`src/rtl/pipe_adder_pkg.sv`:
```
// Shared definitions for the pipelined add/subtract unit.
package pipe_adder_pkg;

    // Operation select on sub_in.
    localparam logic ADD = 1'b0;
    localparam logic SUB = 1'b1;

    localparam int MAX_STAGES = 8;

    // Legal geometry: 1..MAX_STAGES stages, each resolving a whole number of bits.
    function automatic bit params_ok(input int width, input int stages);
        return (stages >= 1) && (stages <= MAX_STAGES) &&
               (width >= stages) && ((width % stages) == 0);
    endfunction

endpackage

```
`src/rtl/pipe_add_stage.sv`:
```
// One CHUNK-bit slice of the pipelined adder. It holds the operand skew, the
// partially assembled result, the carry into the next slice and a valid bit.
module pipe_add_stage
    import pipe_adder_pkg::*;
#(
    parameter int WIDTH = 32,
    parameter int CHUNK = 16,
    parameter int IDX   = 0
) (
    input  logic             clk,
    input  logic             rst_n,
    input  logic             valid_in,
    input  logic [WIDTH-1:0] a_in,
    input  logic [WIDTH-1:0] b_in,
    input  logic [WIDTH-1:0] res_in,
    input  logic             carry_in,
    input  logic             advance,
    output logic             ready,
    output logic             load,
    output logic             valid_out,
    output logic [WIDTH-1:0] a_out,
    output logic [WIDTH-1:0] b_out,
    output logic [WIDTH-1:0] res_out,
    output logic             carry_out,
    output logic [WIDTH-1:0] res_next
);

    localparam int LSB = IDX * CHUNK;

    logic             valid_q, valid_d;
    logic [WIDTH-1:0] a_q, a_d;
    logic [WIDTH-1:0] b_q, b_d;
    logic [WIDTH-1:0] res_q, res_d;
    logic             carry_q, carry_d;
    logic [CHUNK:0]   chunk_sum;

    // Add this slice's chunk and splice it into the partial result.
    always_comb begin
        chunk_sum = {1'b0, a_in[LSB +: CHUNK]} + {1'b0, b_in[LSB +: CHUNK]} +
                    {{CHUNK{1'b0}}, carry_in};
        res_next = res_in;
        res_next[LSB +: CHUNK] = chunk_sum[CHUNK-1:0];
    end

    // Accept when empty or when the current contents move on in this cycle.
    always_comb begin
        // NOTE: every signal written here gets a default first, so no path can infer a latch.
        ready   = !valid_q || advance;
        load    = valid_in && ready;
        valid_d = valid_q;
        a_d     = a_q;
        b_d     = b_q;
        res_d   = res_q;
        carry_d = carry_q;
        if (load) begin
            valid_d = 1'b1;
            a_d     = a_in;
            b_d     = b_in;
            res_d   = res_next;
            carry_d = chunk_sum[CHUNK];
        end else if (advance) begin
            valid_d = 1'b0;
        end
    end

    // Slice registers; data is cleared on reset too so nothing stale can surface.
    always_ff @(posedge clk or negedge rst_n) begin
        // NOTE: state updates use non-blocking assignments so every flop samples pre-edge values.
        if (!rst_n) begin
            valid_q <= 1'b0;
            a_q     <= '0;
            b_q     <= '0;
            res_q   <= '0;
            carry_q <= 1'b0;
        end else begin
            valid_q <= valid_d;
            a_q     <= a_d;
            b_q     <= b_d;
            res_q   <= res_d;
            carry_q <= carry_d;
        end
    end

    assign valid_out = valid_q;
    assign a_out     = a_q;
    assign b_out     = b_q;
    assign res_out   = res_q;
    assign carry_out = carry_q;

endmodule

```
`src/rtl/pipe_adder.sv`:
```
// Pipelined WIDTH-bit add/subtract with valid/ready handshake. STAGES slices
// each resolve CHUNK bits; the top owns the operand conditioning, the ready
// chain and the registered overflow/zero flags.
module pipe_adder
    import pipe_adder_pkg::*;
#(
    parameter int WIDTH  = 32,
    parameter int STAGES = 2
) (
    input  logic             clk,
    input  logic             rst_n,
    input  logic             in_valid,
    output logic             in_ready,
    input  logic [WIDTH-1:0] a_in,
    input  logic [WIDTH-1:0] b_in,
    input  logic             sub_in,
    output logic             out_valid,
    input  logic             out_ready,
    output logic [WIDTH-1:0] result_out,
    output logic             carry_out,
    output logic             overflow_out,
    output logic             zero_out
);

    localparam int CHUNK = WIDTH / STAGES;
    localparam int MSB   = WIDTH - 1;
    localparam int LAST  = STAGES - 1;

    if (!params_ok(WIDTH, STAGES)) begin : g_param_check
        $error("pipe_adder: STAGES must be 1..8 and divide WIDTH");
    end

    // Element k feeds slice k; element STAGES is the last slice's registered state.
    logic             v_s [STAGES+1];
    logic [WIDTH-1:0] a_s [STAGES+1];
    logic [WIDTH-1:0] b_s [STAGES+1];
    logic [WIDTH-1:0] r_s [STAGES+1];
    logic             c_s [STAGES+1];
    logic [WIDTH-1:0] res_next [STAGES];
    logic             load_s [STAGES];

    logic ovf_q, ovf_d;
    logic zero_q, zero_d;

    // Subtract is A + ~B + 1: invert B up front and use the carry-in as the +1.
    assign v_s[0] = in_valid;
    assign a_s[0] = a_in;
    assign b_s[0] = (sub_in == SUB) ? ~b_in : b_in;
    assign r_s[0] = '0;
    assign c_s[0] = (sub_in == SUB);

    for (genvar k = 0; k < STAGES; k++) begin : g_stage
        logic ready;
        logic advance;

        if (k == LAST) begin : g_tail
            assign advance = out_ready;
        end else begin : g_mid
            assign advance = g_stage[k+1].ready;
        end

        pipe_add_stage #(
            .WIDTH(WIDTH),
            .CHUNK(CHUNK),
            .IDX  (k)
        ) u_stage (
            .clk      (clk),
            .rst_n    (rst_n),
            .valid_in (v_s[k]),
            .a_in     (a_s[k]),
            .b_in     (b_s[k]),
            .res_in   (r_s[k]),
            .carry_in (c_s[k]),
            .advance  (advance),
            .ready    (ready),
            .load     (load_s[k]),
            .valid_out(v_s[k+1]),
            .a_out    (a_s[k+1]),
            .b_out    (b_s[k+1]),
            .res_out  (r_s[k+1]),
            .carry_out(c_s[k+1]),
            .res_next (res_next[k])
        );
    end

    // Flags come from the last slice's inputs and are captured with its result.
    always_comb begin
        ovf_d  = ovf_q;
        zero_d = zero_q;
        if (load_s[LAST]) begin
            ovf_d  = (a_s[LAST][MSB] == b_s[LAST][MSB]) &&
                     (res_next[LAST][MSB] != a_s[LAST][MSB]);
            zero_d = (res_next[LAST] == '0);
        end
    end

    // Flag registers share the last slice's hold/load behaviour.
    always_ff @(posedge clk or negedge rst_n) begin
        if (!rst_n) begin
            ovf_q  <= 1'b0;
            zero_q <= 1'b0;
        end else begin
            ovf_q  <= ovf_d;
            zero_q <= zero_d;
        end
    end

    assign in_ready     = g_stage[0].ready;
    assign out_valid    = v_s[STAGES];
    assign result_out   = r_s[STAGES];
    assign carry_out    = c_s[STAGES];
    assign overflow_out = ovf_q;
    assign zero_out     = zero_q;

endmodule
```
`config.mk`:
```
export PLATFORM = sky130hd
export DESIGN_NAME = pipe_adder
export DESIGN_NICKNAME = d
export VERILOG_FILES = /design/src/rtl/pipe_adder_pkg.sv /design/src/rtl/pipe_add_stage.sv /design/src/rtl/pipe_adder.sv
export SDC_FILE = /design/constraint.sdc
export NUM_CORES = 1
export LEC_CHECK = 0
export CAP_MARGIN = 20
export CORE_UTILIZATION = 30
export CTS_CLUSTER_DIAMETER = 50
export DETAILED_ROUTE_END_ITERATION = 7
export PLACE_DENSITY = 0.56
export SYNTH_ARGS = -nofsm -noshare
export SYNTH_HDL_FRONTEND = slang
export SYNTH_SLANG_ARGS = --single-unit
```
`constraint.sdc`:
```
create_clock -name clk -period 2.8 [get_ports clk]
set_input_delay 0.84 -clock clk [delete_from_list [all_inputs] [get_ports clk]]
set_output_delay 0.84 -clock clk [all_outputs]
set_load 0.01 [all_outputs]
```
==> flow_metrics.env <==
export IMPL_dr_total_vias=4404
export IMPL_via_per_inst=4.89
export IMPL_cts_max_path_buffers=2
export IMPL_ant_nets=0
export IMPL_clock_sinks=86
export IMPL_post_drt_wl_per_cell_um=15.6
export IMPL_crit_slowest_cell="fa_2"
export IMPL_setup_worst_path_class="flip-flop to flip-flop"
export IMPL_vdd_drop_max_uv=322
export IMPL_grt_pass1_vias=4482
export IMPL_dieWidth_um=134
export IMPL_post_route_period_util_pct=103
export IMPL_outcome="finished, violations left"
export IMPL_r2r_slack_ps=-100
export IMPL_antennaDiodeCount=0
export IMPL_tightest_slew_ps=521
export IMPL_syn_inst=502
export IMPL_cts_root_buf="clkbuf_16"
export IMPL_synth_seq_area_share_pct=41.4
export IMPL_avgSynthCellArea_um2=10.4
export IMPL_layout_drive_gt1_share_pct=27.8
export IMPL_synth_edff_count=0
export IMPL_die_y_um=134
export IMPL_ys_flop_type="dfrtp_1"
export IMPL_maxSlewViolCount=0
export IMPL_insertion_delay_ps=340
export IMPL_mostFrequentLayoutCell="clkdlybuf4s50_1"
export IMPL_ys_async_sr_fraction_pct=100
export IMPL_dp_cells=865
export IMPL_synth_seq_cells=86
export IMPL_cts_buffers=9
export IMPL_fmax_mhz=345
export IMPL_whs_ps=470
export IMPL_min_period_ps=2900
export IMPL_start_util_pct=31.0
export IMPL_ys_types=61
export IMPL_place_gp_congestion=0.835
export IMPL_max_slew_margin_pct=65.3
export IMPL_finalClockSkew_ps=7.43
export IMPL_dp_slack_ps=-676
export IMPL_overflow=0
export IMPL_hold_viol=0
export IMPL_cts_hold_repair_buffers=0
export IMPL_r2r_start="g_stage[0].u_stage.a_out[16]"
export IMPL_hold_class="input pin to asynchronous set/reset pin"
export IMPL_drc=0
export IMPL_drt_iter0_markers=142
export IMPL_fin_cells=901
export IMPL_portBuffers=105
export IMPL_area_growth_pct=46.3
export IMPL_crit_buf_inv=0
export IMPL_grt_max_degree=50
export IMPL_nNetsFinal=780
export IMPL_die_area_um2=17900
export IMPL_synth_warnings=0
export IMPL_clk_pin_slew_worst_paths_ps=60
export IMPL_rsz0062_at_grt="yes"
export IMPL_power_leakage_uw=0.00329
export IMPL_pin_count=106
export IMPL_final_cell_mix="90 x clkdlybuf4s50_1, 86 x dfrtp_1, 79 x buf_4, 47 x nand2_1, 40 x mux2_2"
export IMPL_arrival_ps=3150
export IMPL_violations="negative setup slack"
export IMPL_grt_pass1_wl_mm=22.4
export IMPL_grt_total_usage_pct=16.0
export IMPL_grt_antenna_before_repair=0
export IMPL_dpl_hpwl_mm=10.5
export IMPL_syn_cell_area_um2=5200
export IMPL_cp_top_family="compound AO/OA/AOI/OAI gates"
export IMPL_power_density_nw_per_um2=732
export IMPL_crit_path_max_incr_delay_ps=420
export IMPL_core_region_area_um2=16800
export IMPL_ff2ff_path_depth=9
export IMPL_cts_tree="yes"
export IMPL_endpoint_kind="flip-flop"
export IMPL_synth_nets=604
export IMPL_num_rows=47
export IMPL_fin_setup_tns_ps=-95.2
export IMPL_path_cells="fa_2 -> fa_2 -> a21o_1 -> a2111oi_4 -> xnor2_2 -> or2_4 -> a2111oi_4 -> nand4_1 -> o31ai_2"
export IMPL_timing_final_ws_setup_ps=-95.2
export IMPL_setup_viol=1
export IMPL_htree_num_levels=3
export IMPL_path_max_fanout=3
export IMPL_worstPathRequired_ps=3060
export IMPL_start_kind="flip-flop"
export IMPL_routed_wl_mm=14.0
export IMPL_r2r_end="zero_out"
export IMPL_cap_violations=0
export IMPL_dr_pass1_iters=4
per-layer routing:
metal / vias up / wire (um) / GRT usage, %
met5: - / 0 / 0
met4: 0 / 228 / 4.92
met3: 15 / 427 / 3.65
met2: 75 / 7050 / 27.3
met1: 2132 / 6320 / 20.0
li1: 2182 / - / -
registers in the layout, summed over array words and instances, names as in the netlist:
register	count
zero_out	1
g_stage.u_stage.valid_out	2
g_stage.u_stage.b_out	16
overflow_out	1
g_stage.u_stage.a_out	16
g_stage.u_stage.res_out	48
g_stage.u_stage.carry_out	2
timing repair:
action / in CTS / in global routing
buffers inserted: 6 / 16
gates resized for setup: 31 / 40
setup endpoints to repair: 11 / 13
pin swaps: 19 / 29
logic make-up (layout without fill, tap and decap cells):
family                     after synthesis  in the layout  synth area share (%)
AOI/OAI and AO/OA                      127            127                  17.0
and+or+nand+nor                        127            127                  12.8
DFF                                     86             86                  41.4
xor gates and xnor gates                51             51                  8.59
muxes                                   42             42                  9.05
buffers and inverters                   36            215                  2.82
adders and majority gates               33             33                  8.38
synth_stat cells, types with 7 or more instances:
master | n | area share [%]
inv_1 | 13 | 0.94
a21o_1 | 8 | 1.2
dfrtp_1 | 86 | 41
clkbuf_1 | 15 | 1.1
mux2_2 | 40 | 8.7
ha_1 | 30 | 7.2
o21ai_0 | 42 | 4.0
nor2_1 | 12 | 0.87
xnor2_1 | 28 | 4.7
a21oi_1 | 21 | 2.0
nand2_1 | 48 | 3.5
nand3_1 | 12 | 1.2
a31oi_1 | 7 | 0.84
nor3_1 | 7 | 0.67
a211oi_1 | 8 | 1.2
xor2_1 | 23 | 3.9
layout make-up:
type                       count  area [um^2]
clock buffer                  12          246
clock inverter                 2         10.0
inverter                      13         48.8
fill                        1579         9150
tap                          220          275
timing repair buffer         188         1720
multi-input combinational    380         3150
sequential                    86         2150
where the power goes:
group,total [uW],internal [uW],switching [uW]
registers,1850,1600,247
logic,2650,1480,1180
clock network,1060,612,451
how the worst max path moves through the flow:
| stage | from | end | slack, ps | cells past startpoint |
|---|---|---|---|---|
| 6_report | g_stage[0].u_stage.a_out[16] | zero_out | -100 | 9 |
| 5_1_grt | g_stage[0].u_stage.a_out[16] | zero_out | -210 | 9 |
| 4_1_cts | g_stage[0].u_stage.carry_out | zero_out | -130 | 9 |
| 3_5_place_dp | b_in[3] | g_stage[0].u_stage.res_out[15] | -680 | 10 |
| 3_3_place_gp | b_in[0] | g_stage[0].u_stage.res_out[14] | -620 | 11 |
| 2_1_floorplan | sub_in | g_stage[0].u_stage.res_out[14] | -180 | 11 |
stage by stage:
step                      cell area [um^2]  total power [uW]  utilization (%)
after detailed placement              6940              4270             41.4
after floorplan                       5250              3100                -
final                                 7610              5570             45.4
after CTS                             7320              5470             43.7
after global routing                  7610              5960             45.4
after global placement                6940              4230             41.4
(Power assumes the default switching activity.)
